<file path="src/rtl/spi_line_fetcher.sv">
// spi_line_fetcher: runs one SPI/QSPI flash read burst (CMD, ADDR, optional
// DUMMY, DATA) per start request and keeps the returned units in a line buffer
// that the display side indexes combinationally.
// Optional feature: define SPI_LINE_FETCHER_DOUBLE_BUF_EN for ping-pong banks.
module spi_line_fetcher #(
  parameter int         BUF_UNITS    = 136,
  parameter int         ADDR_BITS    = 24,
  parameter int         DUMMY_CYCLES = 8,
  parameter logic [7:0] CMD_SINGLE   = 8'h03,
  parameter logic [7:0] CMD_QUAD     = 8'h6B
) (
  input  logic                         clk,
  input  logic                         reset_n,
  input  logic                         start,
  input  logic                         quad,
  input  logic [ADDR_BITS-1:0]         addr,
  input  logic                         abort,
  output logic                         busy,
  output logic                         done,
  input  logic [$clog2(BUF_UNITS)-1:0] rd_index,
  output logic [3:0]                   rd_data,
  output logic                         rd_bank,
  output logic                         spi_cs,
  output logic                         spi_sclk,
  input  logic [3:0]                   spi_in,
  output logic                         spi_out0,
  output logic                         spi_dir0
);

  localparam int IW    = $clog2(BUF_UNITS);
  localparam int MAX_A = (ADDR_BITS > DUMMY_CYCLES) ? ADDR_BITS : DUMMY_CYCLES;
  localparam int MAX_B = (MAX_A > BUF_UNITS) ? MAX_A : BUF_UNITS;
  localparam int MAX_C = (MAX_B > 8) ? MAX_B : 8;
  localparam int CW    = $clog2(MAX_C + 1);
  localparam int SW    = 8 + ADDR_BITS;

  localparam logic [CW-1:0] CMD_LAST   = CW'(7);
  localparam logic [CW-1:0] ADDR_LAST  = CW'(ADDR_BITS - 1);
  localparam logic [CW-1:0] DUMMY_LAST = CW'(DUMMY_CYCLES - 1);
  localparam logic [CW-1:0] DATA_LAST  = CW'(BUF_UNITS - 1);
  localparam logic [IW-1:0] IDX_MAX    = IW'(BUF_UNITS - 1);

  typedef enum logic [2:0] {S_IDLE, S_CMD, S_ADDR, S_DUMMY, S_DATA} state_e;

  state_e        state_q, state_d;
  logic [CW-1:0] cnt_q, cnt_d;
  logic [SW-1:0] sh_q, sh_d;
  logic          quad_q, quad_d;
  logic          done_q, done_d;
  logic [3:0]    unit_w;

  assign spi_sclk = ~clk;
  assign busy     = (state_q != S_IDLE);
  assign spi_cs   = busy;
  assign done     = done_q;
  // Command and address leave MSB-first from the top of one shift register.
  assign spi_out0 = ((state_q == S_CMD) || (state_q == S_ADDR)) ? sh_q[SW-1] : 1'b0;
  assign spi_dir0 = quad_q && ((state_q == S_DUMMY) || (state_q == S_DATA));
  assign unit_w   = quad_q ? spi_in : {3'b000, spi_in[1]};

  // Control state register.
  always_ff @(posedge clk or negedge reset_n) begin
    if (!reset_n) begin
      state_q <= S_IDLE;
      cnt_q   <= '0;
      sh_q    <= '0;
      quad_q  <= 1'b0;
      done_q  <= 1'b0;
    end else begin
      state_q <= state_d;
      cnt_q   <= cnt_d;
      sh_q    <= sh_d;
      quad_q  <= quad_d;
      done_q  <= done_d;
    end
  end

  // Burst sequencing; abort overrides everything except a start from idle.
  always_comb begin
    state_d = state_q;
    cnt_d   = cnt_q + CW'(1);
    sh_d    = sh_q;
    quad_d  = quad_q;
    done_d  = 1'b0;
    unique case (state_q)
      S_IDLE: begin
        cnt_d = '0;
        if (start) begin
          state_d = S_CMD;
          quad_d  = quad;
          sh_d    = {(quad ? CMD_QUAD : CMD_SINGLE), addr};
        end
      end
      S_CMD: begin
        sh_d = sh_q << 1;
        if (cnt_q == CMD_LAST) begin
          state_d = S_ADDR;
          cnt_d   = '0;
        end
      end
      S_ADDR: begin
        sh_d = sh_q << 1;
        if (cnt_q == ADDR_LAST) begin
          state_d = (quad_q && (DUMMY_CYCLES != 0)) ? S_DUMMY : S_DATA;
          cnt_d   = '0;
        end
      end
      S_DUMMY: begin
        if (cnt_q == DUMMY_LAST) begin
          state_d = S_DATA;
          cnt_d   = '0;
        end
      end
      S_DATA: begin
        if (cnt_q == DATA_LAST) begin
          state_d = S_IDLE;
          cnt_d   = '0;
          done_d  = 1'b1;
        end
      end
      default: begin
        state_d = S_IDLE;
        cnt_d   = '0;
      end
    endcase
    if ((state_q != S_IDLE) && abort) begin
      state_d = S_IDLE;
      cnt_d   = '0;
      done_d  = 1'b0;
    end
  end

`ifdef SPI_LINE_FETCHER_DOUBLE_BUF_EN
  logic [3:0] mem_q [2][BUF_UNITS];
  logic       bank_q;

  // Displayed bank flips only when a complete line has just landed.
  always_ff @(posedge clk or negedge reset_n) begin
    if (!reset_n)    bank_q <= 1'b0;
    else if (done_d) bank_q <= ~bank_q;
  end

  // Capture each unit into the hidden bank at rising SCLK (falling clk).
  always_ff @(negedge clk) begin
    if (state_q == S_DATA) mem_q[~bank_q][cnt_q[IW-1:0]] <= unit_w;
  end

  // Display read of the presented bank; out-of-range indices read zero.
  always_comb begin
    rd_data = 4'h0;
    if (rd_index <= IDX_MAX) rd_data = mem_q[bank_q][rd_index];
  end

  assign rd_bank = bank_q;
`else
  logic [3:0] mem_q [BUF_UNITS];

  // Capture each unit at rising SCLK (falling clk); display may see it at once.
  always_ff @(negedge clk) begin
    if (state_q == S_DATA) mem_q[cnt_q[IW-1:0]] <= unit_w;
  end

  // Display read; out-of-range indices read zero.
  always_comb begin
    rd_data = 4'h0;
    if (rd_index <= IDX_MAX) rd_data = mem_q[rd_index];
  end

  assign rd_bank = 1'b0;
`endif

endmodule

</file>
<file path="config.mk">
export PLATFORM = sky130hd
export DESIGN_NAME = spi_line_fetcher
export DESIGN_NICKNAME = d
export VERILOG_FILES = /design/src/rtl/spi_line_fetcher.sv
export SDC_FILE = /design/constraint.sdc
export NUM_CORES = 1
export LEC_CHECK = 0
export ABC_CLOCK_PERIOD_IN_PS = 3500
export CAP_MARGIN = 30
export CORE_MARGIN = 5
export CORE_UTILIZATION = 62
export DETAILED_ROUTE_END_ITERATION = 10
export PLACE_DENSITY_LB_ADDON = 0.15
export SYNTH_ARGS = -nofsm -noshare
export SYNTH_HDL_FRONTEND = slang
export SYNTH_SLANG_ARGS = --single-unit
</file>
<file path="constraint.sdc">
create_clock -name clk -period 3.5 [get_ports clk]
set_input_delay 0.7 -clock clk [delete_from_list [all_inputs] [get_ports clk]]
set_output_delay 0.7 -clock clk [all_outputs]
set_load 0.1 [all_outputs]
</file>
==> results of run 1 <==
through the flow:
step / cells / utilization (%)
detailed placement: 2085 / 73.2
global placement: 2085 / 73.2
floorplan: 1329 / -
Yosys cell counts, types with 14 or more instances:
cell	n	area share, %
buf_4	18	0.57
mux2i_1	103	4.3
clkbuf_1	31	0.49
nand2_1	68	1.1
nor2b_1	16	0.42
o21ai_0	41	0.86
a22oi_1	23	0.72
dfrtp_1	45	4.7
nand3_1	22	0.46
buf_2	19	0.40
nor2_1	164	2.6
a21oi_1	14	0.29
mux4_2	119	11
edfxtp_1	544	69
cells by family after synthesis:
group / share of synthesized area [%]
flops: 73.3
simple gates: 5.52
mux: 15.8
compound gates: 3.11
buf+inv: 1.83
xor+xnor: 0.257
fa+ha+maj: 0.210
other cells: 0.0157
==> impl_metrics.json, run 1 <==
{
  "status": "did not finish",
  "failing_step": "clock tree synthesis",
  "firstError": "[ERROR DPL-0033] detailed placement checks failed during check placement.",
  "postPlaceCellArea_um2": 27700,
  "synth_edf_count": 544,
  "clock-root-buffer": "clkbuf_16",
  "syn-num-nets": 1374,
  "postCtsHoldBufs": 0,
  "portBuffers": 50,
  "cts_resized": 331,
  "initial_core_util_pct": 63.0,
  "io_pins": 52,
  "ys_ff_latch": 589,
  "chipWidth_um": 206,
  "cts_buffers": 108,
  "async_flop_share_pct": 7.64,
  "die_y_um": 206,
  "ys_seq_area_share_pct": 73.3,
  "htreeDepth": 3,
  "synth_area_um2": 23800,
  "cts_max_path_buffers": 3,
  "gp_congestion": 0.909,
  "avgSynthCellArea_um2": 17.9,
  "syn_inst": 1329,
  "yosys_warnings": 0,
  "dp_hpwl_um": 38700,
  "ys_types": 52,
  "post-place-ws_ns": -3.36,
  "rows": 71,
  "post-cts-setup-buffers": 10,
  "ys_dominant_reg_cell": "edfxtp_1"
}
==> run 2, diff against run 1 <==
CORE_UTILIZATION = 40   (was 62)
==> run 2 against run 1 <==
  * The flow now finishes, with violations (negative setup slack)
  * Area after synthesis stayed put
  * Synthesized cell count stayed put
==> impl_metrics.json, run 2 <==
{
  "status": "complete, but fails checks",
  "violations": "negative setup slack",
  "rsz0062_at_grt": "yes",
  "min_path_type": "input pin to asynchronous set/reset pin",
  "grt_pass1_wl_um": 99700,
  "synthTopCellsByArea": "edfxtp_1 69%, mux4_2 11%, dfrtp_1 4.7%",
  "cap_violations": 0,
  "cp_data_arrival_time_ns": 4.69,
  "ys_types": 52,
  "vdd_drop_max_mv": 0.614,
  "final_nets": 2284,
  "setup_tns_ns": -9.05,
  "grt_max_degree": 69,
  "ys_seq_area_share_pct": 73.3,
  "setup_viol": 129,
  "num_vias": 15751,
  "yosys_warnings": 0,
  "gr-total-overflow": 0,
  "drt_pre_antenna_iters": 5,
  "final_common_cell": "clkinvlp_4",
  "antenna_found_initial": 0,
  "via_per_inst": 5.14,
  "syn_to_final_growth_pct": 54.2,
  "async_flop_share_pct": 7.64,
  "dp_hpwl_um": 41100,
  "hold_ws_ns": 0.459,
  "ant_nets": 0,
  "path_delay_family": "compound AO/OA/AOI/OAI gates",
  "drt_iter0_markers": 1025,
  "avgSynthCellArea_um2": 17.9,
  "n_fill_cell": 4240,
  "postPlaceCellArea_um2": 28200,
  "cts_tree": "built",
  "insertion_delay_ns": 0.71,
  "chipWidth_um": 254,
  "ys_ff_latch": 589,
  "crit_slowest_cell": "mux4_2",
  "rows": 89,
  "yosysTopAreaCell": "edfxtp_1",
  "grt_pass1_vias": 18322,
  "io_pins": 52,
  "portBuffers": 50,
  "crit_required_ns": 2.80,
  "design_area_um2": 36700,
  "grt.total_usage_pct": 20.6,
  "cp_max_fo": 1,
  "diodes": 0,
  "cellLeakagePower_nw": 11.1,
  "routed_wirelength_um": 66100,
  "gp_congestion": 0.837,
  "synth.most_common_cell": "edfxtp_1",
  "fin_skew_ns": 0.0510,
  "synth_area_um2": 23800,
  "cts_max_path_buffers": 3,
  "end_kind": "output pin",
  "drive_gt1_share_pct": 57.2,
  "post-place-ws_ns": -3.36,
  "tightestPinTransition_ns": 0.972,
  "hold_viol": 0,
  "drc": 0,
  "synth_edf_count": 544,
  "synth_top_cells_by_count": "544 x edfxtp_1, 164 x nor2_1, 119 x mux4_2",
  "total_power_mw": 29.1,
  "finalMaxSlewViolations": 0,
  "die_y_um": 254,
  "htreeDepth": 3,
  "setup_slack_ns": -1.89,
  "cts.clk_slew.worst_paths_ns": 0.09,
  "power_density_nw_per_um2": 792,
  "crit_path_start_kind": "register",
  "ys_dominant_reg_cell": "edfxtp_1",
  "initial_core_util_pct": 40.4,
  "cts_buffers": 112,
  "syn-num-nets": 1374,
  "cpPeakStageDelay_ns": 0.51,
  "yosysTopAreaCellShare_pct": 68.6,
  "largest_reg_flops": 544,
  "layout_common_cells": "581 x clkinvlp_4, 544 x edfxtp_1, 153 x buf_4",
  "slew_headroom_pct": 35.0,
  "syn_inst": 1329,
  "crit_type": "register to output pin",
  "drt-wirelength-per-cell_um": 21.6,
  "clock-root-buffer": "clkbuf_16",
  "coreArea_um2": 59000,
  "crit_chain": "mux4_2 > mux2i_4 > o22a_1 > a31oi_1 > a2111oi_2 > buf_4 > o211ai_1 > buf_12",
  "die_area_um2": 64500,
  "crit_buf_inv": 2
}
-- run 2: cell counts after synthesis --
No cell type changed its count.
-- run 2: timing repair --
item | 4_1_cts | 5_1_grt
setup buffers | 1 | 2
hold buffers | 1 | 0
gates cloned | 1 | 0
endpoints found under the setup margin | 403 | 522
hold endpoints to repair | 13 | 0
pin swaps | 42 | 39
gates resized for setup | 233 | 91
-- run 2: worst register-to-register path, stage by stage, from the launching register on --
cell and delay [ns]:
dfrtp_1 0.41, nor2_4 0.15, nand2_4 0.10, nor3b_4 0.22, buf_12 0.18, nand2_8 0.17
nor2_4 0.27
-- run 2: final timing paths --
kind / depth (start not counted) / end / slack, ns / from
worst min-delay path: 2 / done / 0.46 / reset_n
worst min register to register: 2 / sh_q[22] / 0.49 / sh_q[22]
worst max register to register: 6 / mem_q[74][0] / -0.06 / state_q[0]
worst max-delay path: 8 / rd_data[3] / -1.89 / mem_q[103][3]
min in group clk: 2 / sh_q[22] / 0.49 / sh_q[22]
max in group asynchronous: 3 / sh_q[12] / 2.55 / reset_n
-- run 2: cell families after synthesis --
group / share of synthesized area, %
adder cells (fa/ha/maj): 0.210
AND/OR/NAND/NOR: 5.52
XOR/XNOR: 0.257
buffers and inverters: 1.83
multiplexers: 15.8
AO/OA/AOI/OAI: 3.11
other: 0.0157
flip-flops: 73.3
-- run 2: final cells by class --
cell class                      count  area (um^2)  area share (%)
Timing Repair Buffer              325         3520            9.59
Sequential cell                   589        17500            47.5
Inverter                            8         30.0          0.0817
Clock inverter                    598         4650            12.6
Multi-Input combinational cell    657         7300            19.9
Tap cell                          773          967            2.63
Clock buffer                      113         2810            7.65
-- run 2: metal layers --
metal  up-vias  track usage (%)  part of all wire [%]
met5         -                0                     0
met4         0             11.7                   3.0
met3       125             6.51                   6.3
met2       574             32.9                    51
met1      7949             25.0                    40
li1       7103                -                     -
-- run 2: power by group --
| part | total, mW | internal (mW) | leakage, nW | switching [mW] |
|---|---|---|---|---|
| sequential | 8.59 | 8.47 | 5.51 | 0.123 |
| combinational | 3.17 | 1.20 | 4.00 | 1.97 |
| clock | 17.3 | 8.19 | 1.60 | 9.13 |
-- run 2: per-stage QoR --
stage	std cells	utilization [%]
finish	3063	62.3
global route	3063	62.3
CTS	3081	62.0
detailed placement	2369	47.8
global placement	2368	47.8
floorplan	1329	-
Note: power is estimated with default switching activity, not from simulation.
==> RTL edit 1, RTL diff (config.mk and constraints of run 2) <==
`sh_q` no longer has a reset.
--- a/src/rtl/spi_line_fetcher.sv
+++ b/src/rtl/spi_line_fetcher.sv
@@ -64,5 +64,4 @@
       state_q <= S_IDLE;
       cnt_q   <= '0;
-      sh_q    <= '0;
       quad_q  <= 1'b0;
       done_q  <= 1'b0;
@@ -70,8 +69,11 @@
       state_q <= state_d;
       cnt_q   <= cnt_d;
-      sh_q    <= sh_d;
       quad_q  <= quad_d;
       done_q  <= done_d;
     end
+  end
+
+  always_ff @(posedge clk) begin
+    sh_q <= sh_d;
   end
 
Function: not checked (the comparison handles one clock edge and no latches or derived clocks); the edit may change what the design does.
==> RTL edit 1 against run 2 <==
- the flow still finishes with violations (setup timing)
- sequential cell count stayed put
- design area is 0.70% higher
- setup slack better by 31 ps
- synthesized area is 0.63% higher
- routed wire length is 1.6% higher
- cell count is 2.7% lower
Power is not compared: it rests on default switching activity, and its combinational part moved more than twofold at a synthesized area within 25%.
==> RTL edit 1: results (changes against run 2) <==
Status: finished, violations left (unchanged)
Failing checks: setup timing (unchanged)
Antenna Cells: 0 (unchanged)
Dpl cells: 2280 (was 2369)
Fin worst setup slack: -1860 ps (was -1890 ps)
Vias: 15500 (was 15800)
Min-delay worst type: primary input to async pin (unchanged)
Worst-path clk slew: 90 ps (about the same)
Initial DRC count: 1015 (was 1025)
WL/cell: 22.5 um (was 21.6 um)
Met3 WL: 4030 um (was 4140 um)
Critical Path AT: 4660 ps (was 4690 ps)
Setup slack, reg-to-reg: -160 ps (was -60 ps)
GRT met1 Usage: 26.4% (was 25.0%)
Post-detail-place hpwl: 41900 um (was 41100 um)
Met2 wire length: 33400 um (was 33500 um)
Mapped Cells: 1248 (was 1329)
Clk_skew: 42.3 ps (was 51.0 ps)
Async set-reset flop share out of synthesis: 2.21% (was 7.64%)
First-pass detailed-route iteration total: 5 (unchanged)
Post-synth top cells: 576 x edfxtp_1, 159 x nor2_1, 109 x mux4_2, 59 x nand2_1, 37 x mux2i_1 (was 544 x edfxtp_1, 164 x nor2_1, 119 x mux4_2, 103 x mux2i_1, 68 x nand2_1)
Max Fanout on Critical Path: 1 (unchanged)
Crit. Startpoint: mem_q[95][2] (was mem_q[103][3])
Largest cells by area after synthesis: edfxtp_1 72%, mux4_2 10%, mux4_1 3.1%, nor2_1 2.5%, mux2i_1 1.5% (was edfxtp_1 69%, mux4_2 11%, dfrtp_1 4.7%, mux2i_1 4.3%, nor2_1 2.6%)
M1 WL: 28100 um (was 26500 um)
Netlist cell types: 66 (was 52)
Met2 Usage GRT: 33.0% (was 32.9%)
Layout cells sized above 1: 60.5% (was 57.2%)
R2R Path Start: state_q[0] (unchanged)
Largest net degree at the start of global routing: 49 (was 69)
Post-Syn Nets: 1293 (was 1374)
# setup viols final: 507 (was 129)
Seq/Total Area, Yosys: 73.5% (was 73.3%)
Initial antenna violation count: 0 (unchanged)
First-pass GRT wire length: 101000 um (was 99700 um)
GR Util met3: 7.21% (was 6.51%)
H-tree depth: 3 (unchanged)
CTS buffer count: 110 (was 112)
RD Place Congestion: 0.795 (was 0.837)
# nets final: 2184 (was 2284)
EDFF count, synth: 576 (was 544)
Cell Area, Placed: 28300 um^2 (was 28200 um^2)
Clock Latency Late Sink: 710 ps (about the same)
Vias in the first global route: 18100 (was 18300)
Largest buffer count on any clock path: 3 (unchanged)
Worst rel slew slack: 35.2% (was 35.0%)
GRT Total Usage: 21.0% (was 20.6%)
Routed vias/inst: 5.19 (was 5.14)
Setup TNS: -36580 ps (was -9050 ps)
Worst hold margin: 408 ps (was 459 ps)
==> RTL edit 1: changes by cell type in the layout (fill, tap and decap cells not counted), moves of 10 or more <==
cell,delta
nand2_1,-11
dfrtp_1,-34
a22oi_1,-18
inv_8,+12
nand3_1,-10
o21ai_0,-33
mux2i_1,-64
edfxtp_1,+32
mux2_2,+27
buf_6,-23
mux4_1,+26
==> RTL edit 1: kinds of logic after synthesis <==
kind of cell	after synthesis	share of synthesized area, %
DFF	589	73.5
and+or+nand+nor	295	5.40
muxes	204	16.3
buffers and inverters	80	2.23
AOI/OAI and AO/OA	68	2.13
xor gates and xnor gates	7	0.256
adders and majority gates	4	0.209
other	1	0.0156
==> RTL edit 1: cell type report <==
type	count	area, um^2
multi-input cells	580	7400
clock buffers	113	2810
inverters	8	30.0
well taps	773	967
fillers	4266	22200
repair buffers	304	3380
flip-flops and latches	589	17600
clock inverters	612	4780
==> RTL edit 1: report_power, final <==
group / switching [mW] / total (mW) / internal [mW]
Sequential: 0.0220 / 8.08 / 8.06
Clock: 9.27 / 17.6 / 8.28
Combinational: 0.789 / 1.36 / 0.572
==> RTL edit 1: final timing paths <==
check,cells after the start,endpoint
worst max-delay path,8,rd_data[2]
worst min-delay path,1,cnt_q[5]
worst max register to register,9,mem_q[49][1]
worst min register to register,1,sh_q[24]
max in group asynchronous,1,cnt_q[1]
min in group clk,1,sh_q[24]
==> RTL edit 1: timing repair <==
item	in CTS	in global routing
gates resized for setup	320	43
setup buffers	11	7
cloned	3	0
hold buffers	0	0
setup endpoints to repair	505	548
pin swaps	65	25
==> RTL edit 1: worst max-delay path: stages (launching register included) <==
cell and delay [ps]:
edfxtp_1 350, mux4_2 480, a22o_1 230, a221oi_2 250
o22ai_2 160, nor3_4 280, buf_6 140, o311ai_4 120
buf_12 200
==> RTL edit 2, RTL diff (flow settings as in run 2) <==
Made on the original files. Build with the macro `SPI_LINE_FETCHER_DOUBLE_BUF_EN` defined.
--- a/src/rtl/spi_line_fetcher.sv
+++ b/src/rtl/spi_line_fetcher.sv
@@ -3,4 +3,6 @@
 // that the display side indexes combinationally.
 // Optional feature: define SPI_LINE_FETCHER_DOUBLE_BUF_EN for ping-pong banks.
+`define SPI_LINE_FETCHER_DOUBLE_BUF_EN
+
 module spi_line_fetcher #(
   parameter int         BUF_UNITS    = 136,
Function: not checked (the comparison handles one clock edge and no latches or derived clocks); the edit may change what the design does.
==> RTL edit 2 against run 2 <==
- the flow still finishes with violations (setup timing)
- sequential cell count is 545 higher
- power is 90% higher
- first-iteration DRC count is 130% higher
- global-route usage is 2.2 points higher
- synthesized area is 91% higher
- setup slack worse by 610 ps
- design area is 94% higher
- routed wire length is 110% higher
- critical path type unchanged
- critical endpoint is now rd_data[2]
==> RTL edit 2: results (changes against run 2) <==
Final non-clock buffer share: 10.4% (was 9.59%)
Mapped Cells: 2463 (was 1329)
Int Power: 34.0 mW (was 17.9 mW)
Inverters excl. clock: 16 (was 8)
Netlist cell types: 65 (was 52)
Cell family with most CP delay: multiplexers (was compound AO/OA/AOI/OAI gates)
Critical Path AT: 5300 ps (was 4690 ps)
Adder and majority gate portion of the synthesized area: 0.110% (was 0.210%)
# setup viols final: 1092 (was 129)
Failing checks: setup timing (unchanged)
Post-synthesis mux area share: 15.1% (was 15.8%)
Met3 WL: 10100 um (was 4140 um)
Setup slack, reg-to-reg: -350 ps (was -60 ps)
Port Buffer Count: 51 (was 50)
Cell Area, Placed: 53900 um^2 (was 28200 um^2)
First-pass detailed-route iteration total: 7 (was 5)
Initial antenna violation count: 1 (was 0)
Dpl cells: 4426 (was 2369)
Vias in the first global route: 36000 (was 18300)
EDFF count, synth: 1088 (was 544)
Area grow syn2layout: 56.2% (was 54.2%)
Comb_multi_in: 1156 (was 657)
Worst reg2reg endpoint: mem_q[1][255] (was mem_q[74][0])
GR Util met3: 7.63% (was 6.51%)
Final-layout clock-cell area share: 20.9% (was 20.3%)
Status: finished, violations left (unchanged)
Fin worst setup slack: -2500 ps (was -1890 ps)
Worst slack, placed: -6550 ps (was -3360 ps)
Die W: 348 um (was 254 um)
Leakage: 20.9 nW (was 11.1 nW)
# nets final: 4319 (was 2284)
Crit. Startpoint: mem_q[0][318] (was mem_q[103][3])
Met2 Usage GRT: 35.9% (was 32.9%)
Post-detail-place hpwl: 85700 um (was 41100 um)
Slew of the pin with the lowest slew margin: 759 ps (was 972 ps)
Antenna Cells: 1 (was 0)
H-tree depth: 4 (was 3)
Initial DRC count: 2360 (was 1025)
Setup TNS: -250660 ps (was -9050 ps)
Max reg flops: 1088 (was 544)
Switching power: 21.2 mW (was 11.2 mW)
Largest net degree at the start of global routing: 62 (was 69)
Clk_skew: 43.0 ps (was 51.0 ps)
Met2 wire length: 69100 um (was 33500 um)
Compound-Gate Fraction of Synth Area: 3.37% (was 3.11%)
Non-CTS buffers: 660 (was 325)
## RTL edit 2: worst min path at each step
stage / from / endpoint / slack [ps] / depth (start not counted)
6_report: reset_n / sh_q[6] / 370 / 2
5_1_grt: reset_n / sh_q[6] / 390 / 2
4_1_cts: reset_n / sh_q[7] / 340 / 2
3_5_place_dp: sh_q[19] / sh_q[19] / 480 / 2
3_3_place_gp: sh_q[22] / sh_q[22] / 460 / 2
2_1_floorplan: reset_n / cnt_q[0] / 400 / 0
## RTL edit 2: repair_timing
action | 4_1_cts | 5_1_grt
resized for setup | 242 | 258
buffers inserted | 39 | 18
cloned | 8 | 4
pin swaps | 53 | 62
hold buffers | 1 | 0
setup endpoints to repair | 1093 | 1092
endpoints found under the hold margin | 15 | 0
## RTL edit 2: kinds of logic after synthesis
| logic type | after synthesis |
|---|---|
| muxes | 389 |
| DFF | 1134 |
| adders and majority gates | 4 |
| and+or+nand+nor | 531 |
| AOI/OAI and AO/OA | 222 |
| xor gates and xnor gates | 8 |
| buffers and inverters | 175 |
